[config.mk]
export PLATFORM = sky130hd
export DESIGN_NAME = rr_mux_arbiter
export DESIGN_NICKNAME = d
export VERILOG_FILES = /design/src/rtl/rr_mux_pkg.sv /design/src/rtl/mux4.sv /design/src/rtl/rr_pick.sv /design/src/rtl/rr_mux_arbiter.sv
export SDC_FILE = /design/constraint.sdc
export NUM_CORES = 1
export LEC_CHECK = 0
export CELL_PAD_IN_SITES_DETAIL_PLACEMENT = 0
export CELL_PAD_IN_SITES_GLOBAL_PLACEMENT = 1
export CORE_MARGIN = 3
export CORE_UTILIZATION = 30
export DETAILED_ROUTE_END_ITERATION = 12
export PLACE_DENSITY_LB_ADDON = 0.1
export SLEW_MARGIN = 10
export SYNTH_ARGS = -nofsm -noshare
export SYNTH_HDL_FRONTEND = slang
export SYNTH_SLANG_ARGS = --single-unit
[constraint.sdc]
create_clock -name clk -period 4.49 [get_ports clk]
set_input_delay 0.898 -clock clk [delete_from_list [all_inputs] [get_ports clk]]
set_output_delay 0.898 -clock clk [all_outputs]
set_load 0.02 [all_outputs]
[src/rtl/rr_mux_pkg.sv]
// Shared constants for the four-requester round-robin mux arbiter.
package rr_mux_pkg;
  localparam int NUM_REQ = 4;
  localparam int SEL_W   = 2;

  localparam logic ST_EMPTY = 1'b0;
  localparam logic ST_FULL  = 1'b1;
endpackage

[src/rtl/mux4.sv]
// Generic four-input word mux.
module mux4 #(
  parameter int W = 32
) (
  input  logic [W-1:0] d0,
  input  logic [W-1:0] d1,
  input  logic [W-1:0] d2,
  input  logic [W-1:0] d3,
  input  logic [1:0]   sel,
  output logic [W-1:0] y
);
  always_comb begin
    unique case (sel)
      2'd0:    y = d0;
      2'd1:    y = d1;
      2'd2:    y = d2;
      default: y = d3;
    endcase
  end
endmodule

[src/rtl/rr_pick.sv]
// Rotate-priority encoder: first set request at or after ptr, wrapping modulo 4.
module rr_pick
  import rr_mux_pkg::*;
(
  input  logic [NUM_REQ-1:0] req,
  input  logic [SEL_W-1:0]   ptr,
  output logic               any,
  output logic [SEL_W-1:0]   win
);
  logic [2*NUM_REQ-1:0] dbl;
  logic [NUM_REQ-1:0]   rot;
  logic [SEL_W-1:0]     ofs;

  // Rotating right by ptr puts the highest-priority requester at bit 0.
  assign dbl = {req, req} >> ptr;
  assign rot = dbl[NUM_REQ-1:0];
  assign any = |req;

  always_comb begin
    ofs = '0;
    for (int k = NUM_REQ - 1; k >= 0; k--)
      if (rot[k]) ofs = SEL_W'(k);
  end

  assign win = ptr + ofs;
endmodule

[src/rtl/rr_mux_arbiter.sv]
// Round-robin arbiter steering a shared 4:1 mux into a valid/ready output register.
module rr_mux_arbiter
  import rr_mux_pkg::*;
#(
  parameter int data_width = 32
) (
  input  logic                  clk,
  input  logic                  reset,
  input  logic [NUM_REQ-1:0]    req,
  input  logic [data_width-1:0] in_data0,
  input  logic [data_width-1:0] in_data1,
  input  logic [data_width-1:0] in_data2,
  input  logic [data_width-1:0] in_data3,
  output logic [NUM_REQ-1:0]    gnt,
  output logic [SEL_W-1:0]      select,
  output logic                  out_valid,
  output logic [data_width-1:0] out_data,
  output logic [SEL_W-1:0]      out_src,
  input  logic                  out_ready,
  output logic                  busy
);
  logic                  state, state_nxt;
  logic [SEL_W-1:0]      ptr, sel_q, win;
  logic                  any, can_load, load;
  logic [data_width-1:0] mux_data;

  rr_pick u_pick (
    .req (req),
    .ptr (ptr),
    .any (any),
    .win (win)
  );

  assign can_load = (state == ST_EMPTY) || (out_valid && out_ready);
  assign load     = can_load && any && !reset;
  // With no requests the mux keeps pointing where it last pointed.
  assign select   = reset ? '0 : (any ? win : sel_q);
  assign busy     = out_valid || any;

  mux4 #(.W(data_width)) u_mux (
    .d0  (in_data0),
    .d1  (in_data1),
    .d2  (in_data2),
    .d3  (in_data3),
    .sel (select),
    .y   (mux_data)
  );

  always_comb begin
    gnt = '0;
    if (load) gnt[win] = 1'b1;
  end

  always_ff @(posedge clk) begin
    if (reset) state <= ST_EMPTY;
    else       state <= state_nxt;
  end

  always_comb begin
    state_nxt = state;
    case (state)
      ST_EMPTY: if (any) state_nxt = ST_FULL;
      ST_FULL:  if (out_ready && !any) state_nxt = ST_EMPTY;
      default:  state_nxt = ST_EMPTY;
    endcase
  end

  always_comb begin
    out_valid = (state == ST_FULL);
  end

  always_ff @(posedge clk) begin
    if (reset) begin
      out_data <= '0;
      out_src  <= '0;
      ptr      <= '0;
      sel_q    <= '0;
    end else begin
      sel_q <= select;
      if (load) begin
        out_data <= mux_data;
        out_src  <= win;
        ptr      <= win + 2'd1;
      end
    end
  end
endmodule

==> impl_results.md, run 1 <==
- Run status: finished, final reports clean
- Peak supply drop: around 450 uV
- Routability Congestion: approximately 0.76
- IO Pins: ~180
- Final Hold Vio Count: 0
- Pwr/cell area: about 520 mW/mm2
- # clock sinks: 39
- Nets: approximately 780
- Initial Util: 0.308
- CTS Root Cell: clkbuf_16
- Post-route DRC violation count: 0
- Syn nets: 620
- FF-to-FF End: out_data[21]$_SDFFE_PP0P_
- DRT Pass-1 Iters: 4
- Syn. warnings: 0
- Commonest cells after routing, fill and taps aside: clkdlybuf4s50_1, nor3_1, dfxtp_1
- Layout area overhead: 52.9%
- Final wirelength: 14.1 mm
- Antenna violations before repair: 0
- Clock buffer depth: 2
- Commonest non-fill, non-tap cell in the layout: clkdlybuf4s50_1
- Layout cells sized above 1: 0.165
- Clk slew on worst S/H paths: 60 ps
- Leak: between 0.002 and 0.0025 uW
- Clock Skew: just over 3 ps
- CP Data Required Time: roughly 3600 ps
- Least-Margin Pin Slew: 1060 ps
- Die ar.: around 0.014 mm2
- GRT overflow: 0
- RSZ-0062 raised after global routing: false
- Port-buffer cells: ~180
- Std-Cell Rows: 41
- Worst skew pair latency: between 200 and 300 ps
- Hold WC Path Type: reg2reg
- Worst Setup SP: req[2]
- CTS Buf Count: 5
- Final setup vio count: 0
- Vias: around 4200
- Max Cap Viol: 0
- Via/cell ratio: roughly 5.2
- Largest net degree at the start of global routing: just under 100
- Mean Syn Cell Area: between 8 and 9 um2
- Core footprint: approximately 0.013 mm2
- Critical Path Fanout Max: 5
- R2R setup slack: between 1000 and 1500 ps
- Diodes inserted: 0
- Die Ht: 120 um
- Synth cell types: 38
- Htree depth: 2
- Synth Register Bits: 39
- Max_slew headroom: 0.292
- Fin crit period: 4220 ps
- Post-Syn Area: between 0.003 and 0.004 mm2
- Total power: a little over 3000 uW
- Post-route ant nets: 0
- Hold path startpoint: out_src[0]$_SDFFE_PP0P_
- Fin crit share: 0.941
- Async set or reset register ratio after synthesis: 0
- Startpoint types: primary input
- Total Routing Usage GR: 0.193
- Finished Core Util: 0.471
- Worst reg2reg path startpoint: ptr[0]$_SDFFE_PP0P_
- Global-route wire length before repair: 22.4 mm
- Data arrival, critical path: approximately 3300 ps
- Nature of the critical path endpoint: output port
- Dpl cells: 800
- Hold WS: 461 ps
- # hold bufs at CTS: 0
- Ys flop type: dfxtp_1
- Die extent in x: 120 um
- Max-slew violations: 0
- Initial DRC count: a little under 200
- Vias in the first global route: 4184
- Syn Inst Count: between 400 and 500
- Dpl hpwl: between 9 and 10 mm
- CTS tree: yes
- CP Class: in2out
- R2r worst-path depth: 11
- Max Fclk: 0.237 GHz
- Number of synthesized flops with an enable pin: 0
- Routed WL per cell: approximately 17 um
- Non-filler cells, final: between 800 and 900
- Sequential fraction of the synthesis area: 0.200
- Setup crit end: select[0]
-- what timing repair did --
| item | CTS | global route |
|---|---|---|
| buffers inserted | 0 | 0 |
| setup endpoints to repair | 5 | 4 |
| gates cloned | 0 | 0 |
| resized for setup | 5 | 4 |
-- state kept, by name (all words and copies together) (netlist names) --
signal / cells
ptr: 2
sel_q: 2
out_src: 2
out_valid: 1
out_data: 32
-- worst min-delay path by stage --
stage / slack [ps] / cells after the start / end
3_5_place_dp: 450 / 2 / out_src[0]$_SDFFE_PP0P_
5_1_grt: 500 / 2 / out_src[0]$_SDFFE_PP0P_
2_1_floorplan: 530 / 2 / out_src[0]$_SDFFE_PP0P_
6_report: 460 / 2 / out_src[0]$_SDFFE_PP0P_
4_1_cts: 460 / 2 / out_src[0]$_SDFFE_PP0P_
3_3_place_gp: 440 / 2 / out_src[0]$_SDFFE_PP0P_
-- cells in the mapped netlist (4+ instances only) --
cell type  instances  area, um2
a211oi_1          14        105
a211oi_2          18        225
a21boi_1          32        240
a21oi_1            4       20.0
and2_1            38        238
and3_1            32        200
buf_2              9       45.0
buf_4              8       60.1
buf_6             10        113
clkbuf_1          26       97.6
dfxtp_1           39        781
ha_1               5       62.6
inv_1              5       18.8
mux2_2            32        360
nand2_1            4       15.0
nand2b_1           4       25.0
nor2_1            10       37.5
nor3_1            99        495
o21ai_0            4       20.0
o32a_1            32        320
or2_1             26        163
or2_2              7       43.8
-- layout make-up --
| class | instances | area (um2) |
|---|---|---|
| tap | 172 | 215 |
| multi-input combinational | 380 | 2830 |
| inverter | 6 | 22.5 |
| sequential | 39 | 781 |
| fill | 1266 | 6700 |
| clock buffer | 8 | 156 |
| timing repair buffer | 203 | 1970 |
-- routing by layer --
metal	vias to the layer above	GRT usage	part of all wire
met3	11	0.0622	0.075
met4	0	0.0394	0.0099
li1	2092	-	-
met2	123	0.318	0.47
met5	-	0	0
met1	1939	0.247	0.45
-- metrics by stage --
stage,instance area (um2),TNS (ps),worst slack (ps)
floorplan,3910,0,567
global placement,5800,-68.5,-53.9
detailed placement,5800,-397,-128
CTS,5960,0,40.7
global route,5970,0,83.3
finish,5970,0,266
-- cells by family after synthesis --
group                    Yosys count  synth area share
flip-flops                        39             0.200
multiplexers                      34             0.101
AO/OA/AOI/OAI                    109             0.256
XOR/XNOR                           3           0.00865
AND/OR/NAND/NOR                  229             0.330
buffers and inverters             61            0.0884
adder cells (fa/ha/maj)            5            0.0160
-- worst max-delay path: stages --
cell and delay, ps:
clkdlybuf4s50_1 580, nor2_2 90, o21ai_0 110, nor2_1 60, a21oi_1 120, o21ai_1 90, ha_2 360, mux2i_1 60
or2_1 240, inv_2 90, clkdlybuf4s50_1 610
-- power breakdown --
part,internal [uW],switching [uW]
clock,237,159
sequential,472,84.3
combinational,935,1220
total,1640,1460
Power figures use the tool's default switching activity.
==> run 2, diff against run 1 <==
--- a/config.mk
+++ b/config.mk
@@ -10,6 +10,7 @@
 export CORE_MARGIN = 3
 export CORE_UTILIZATION = 30
 export DETAILED_ROUTE_END_ITERATION = 12
+export GPL_ROUTABILITY_DRIVEN = 0
 export PLACE_DENSITY_LB_ADDON = 0.1
 export SLEW_MARGIN = 10
 export SYNTH_ARGS = -nofsm -noshare
==> constraint.sdc (replaced) <==
create_clock -name clk -period 3.9 [get_ports clk]
set_input_delay 0.78 -clock clk [delete_from_list [all_inputs] [get_ports clk]]
set_output_delay 0.78 -clock clk [all_outputs]
set_load 0.02 [all_outputs]
==> run 2 against run 1 <==
Die area unchanged. Combinational power is 19% higher. Register-to-register slack got worse by 500 ps. Non-clock buffer count increased by 6. Count of clock-buffer cells in the layout down 1. Critical endpoint is now gnt[1].
==> impl_results.md, run 2 (synthesized netlist as in run 1, its figures left out) <==
- CTS Root Cell: clkbuf_16 (unchanged)
- Internal: 1910 uW (was 1640 uW)
- CTS tree: yes (unchanged)
- Dpl cells: 805 (was 800)
- Nets: 781 (was 775)
- Diodes inserted: 0 (unchanged)
- Run status: finished, final reports clean (unchanged)
- Commonest cells after routing, fill and taps aside: clkdlybuf4s50_1, nor3_1, dfxtp_1 (unchanged)
- Die Ht: 120 um (unchanged)
- Worst Setup SP: req[3] (was req[2])
- Fin crit share: 0.963
- Max Fclk: roughly 0.27 GHz
- R2r worst-path depth: 10 (was 11)
- FF-to-FF End: out_data[20]$_SDFFE_PP0P_ (was out_data[21]$_SDFFE_PP0P_)
- Largest net degree at the start of global routing: 98 (unchanged)
- Max-slew violations: 0 (unchanged)
- Switching Share: 0.469 (was 0.471)
- Core footprint: 0.0127 mm2 (unchanged)
- # clock sinks: 39 (unchanged)
- Global Route met2 Usage: 0.325 (was 0.318)
- Via/cell ratio: 5.15 (about the same)
- GRT overflow: 0 (unchanged)
- Register share of total power: 0.175 (was 0.179)
- Fin crit period: roughly 3800 ps
- Largest Register: out_data (unchanged)
- Clk slew on worst S/H paths: 60 ps (about the same)
- Startpoint types: primary input (unchanged)
- Non-filler cells, final: 814 (was 808)
- Least-Margin Pin Slew: 1050 ps (was 1060 ps)
- Routed WL per cell: 17.3 um (was 17.4 um)
- Grt met1 use: 0.241 (was 0.247)
- CP cell instances: clkdlybuf4s50_1 > buf_4 > o21ai_2 > nor2_1 > a21oi_2 > o21ai_2 > ha_4 > xnor2_2 > xnor2_1 > buf_4 > ha_1 > and2_1 > clkdlybuf4s15_2 (was clkdlybuf4s50_1 > nor2_2 > o21ai_0 > nor2_1 > a21oi_1 > o21ai_1 > ha_2 > mux2i_1 > or2_1 > inv_2 > clkdlybuf4s50_1)
- CP Class: in2out (unchanged)
- Final wirelength: 14.1 mm (about the same)
- Top Usage Layer GRT: met2 (unchanged)
- Worst skew pair latency: 280 ps (was 290 ps)
- Slowest cell delay on critical path: 420 ps (was 610 ps)
- Global-route met3 utilization: 0.0580 (was 0.0622)
- WP depth: 13 (was 11)
- Htree depth: 2 (unchanged)
- Bufs and invs on worst path: 4 (was 3)
- Critical Path Slowest Stage Cell: clkdlybuf4s50_1 (unchanged)
- Die ar.: 0.0144 mm2 (unchanged)
- Initial DRC count: 216 (was 198)
- Data arrival, critical path: 2980 ps (was 3330 ps)
- Initial Util: 0.308 (unchanged)
- Antenna violations before repair: 0 (unchanged)
- Total Routing Usage GR: 0.191 (was 0.193)
- Max Cap Viol: 0 (unchanged)
- Vias in the first global route: 4257 (was 4184)
- Max_slew headroom: 0.297 (was 0.292)
- Pwr/cell area: 597 mW/mm2 (was 521 mW/mm2)
- Clock buffer depth: 2 (unchanged)
- Leak: 0.00239 uW (about the same)
- Post-route ant nets: 0 (unchanged)
- Dpl hpwl: 9.82 mm (was 9.69 mm)
- Worst reg2reg path startpoint: ptr[0]$_SDFFE_PP0P_ (unchanged)
- Commonest non-fill, non-tap cell in the layout: clkdlybuf4s50_1 (unchanged)
- Std-Cell Rows: 41 (unchanged)
- Post-route DRC violation count: 0 (unchanged)
- IO Pins: 177 (unchanged)
- CTS Buf Count: 5 (unchanged)
- Port-buffer cells: 176 (unchanged)
- Top delay family on crit path: buffers and inverters (unchanged)
- Critical Path Fanout Max: 5 (unchanged)
- DRT Pass-1 Iters: 4 (unchanged)
- CP Data Required Time: 3120 ps (was 3590 ps)
- Global-route wire length before repair: 22.3 mm (was 22.4 mm)
- Layout area overhead: 54.6% (was 52.9%)
- Hold WC Path Type: reg2reg (unchanged)
- Layout cells sized above 1: 0.185 (was 0.165)
- RSZ-0062 raised after global routing: false (unchanged)
- Die extent in x: 120 um (unchanged)
- Final setup vio count: 0 (unchanged)
- R2R setup slack: 550 ps (was 1050 ps)
- Setup crit end: gnt[1] (was select[0])
- Nature of the critical path endpoint: output port (unchanged)
- Logic pwr share: 0.711 (was 0.694)
- Clock power frac: 0.114 (was 0.127)
- Final Hold Vio Count: 0 (unchanged)
- Clock Skew: 4.28 ps (was 3.09 ps)
- Vias: 4193 (was 4165)
- Finished Core Util: 0.477 (was 0.471)
- Psw: 1690 uW (was 1460 uW)
- Largest register FFs: 32 (unchanged)
- Peak supply drop: 615 uV (was 447 uV)
- Fillcell total: 1255 (was 1266)
[run 2: layout make-up]
class	count	area [um2]	area share
clock buffers	7	133	0.0220
clock inverters	1	5.00	0.000828
inverters	6	22.5	0.00373
multi-input cells	380	2860	0.473
flip-flops and latches	39	781	0.129
well taps	172	215	0.0356
repair buffers	209	2030	0.336
[run 2: power by group through the flow]
stage | Combinational, uW | Sequential, uW | Clock, uW
global placement | 2540 | 630 | 0
detailed placement | 2570 | 634 | 0
finish | 2560 | 630 | 411
CTS | 2560 | 628 | 427
floorplan | 1660 | 759 | 0
global route | 2780 | 651 | 439
[run 2: worst min path at each step]
stage / from / end / slack, ps / depth (start not counted)
floorplan: out_src[0]$_SDFFE_PP0P_ / out_src[0]$_SDFFE_PP0P_ / 530 / 2
global placement: out_src[0]$_SDFFE_PP0P_ / out_src[0]$_SDFFE_PP0P_ / 450 / 2
detailed placement: out_src[0]$_SDFFE_PP0P_ / out_src[0]$_SDFFE_PP0P_ / 450 / 2
CTS: out_src[0]$_SDFFE_PP0P_ / out_src[0]$_SDFFE_PP0P_ / 460 / 2
global route: out_src[0]$_SDFFE_PP0P_ / out_src[0]$_SDFFE_PP0P_ / 480 / 2
finish: out_src[0]$_SDFFE_PP0P_ / out_src[0]$_SDFFE_PP0P_ / 460 / 2
[run 2: routing by layer]
layer / wire [um] / part of all wire
met3: 1050 / 0.074
met2: 6650 / 0.47
met4: 98 / 0.0070
met5: 0 / 0
met1: 6290 / 0.45
[run 2: worst reg2reg max path, delay by kind of cell (launching register included)]
family | cells | cell delay, ps
AO/OA/AOI/OAI | 4 | 1100
adder cells (fa/ha/maj) | 1 | 200
buffers and inverters | 2 | 910
XOR/XNOR | 1 | 160
multiplexers | 1 | 130
flip-flops | 1 | 650
AND/OR/NAND/NOR | 1 | 100
[run 2: metrics by stage]
step	worst slack, ps	hold WS, ps	cell area [um2]	total power [uW]	setup TNS (ps)
after floorplan	213	535	3910	2420	0
after global placement	-367	448	5870	3170	-6110
after detailed placement	-473	452	5870	3200	-9850
after CTS	23.5	462	6000	3620	0
after global routing	17.1	484	6040	3870	0
final	144	460	6040	3600	0
[run 2: timing repair]
item / CTS / global route
setup endpoints to repair: 6 / 32
setup buffers: 0 / 1
pin swaps: 0 / 4
hold buffers: 0 / 0
resized for setup: 20 / 9
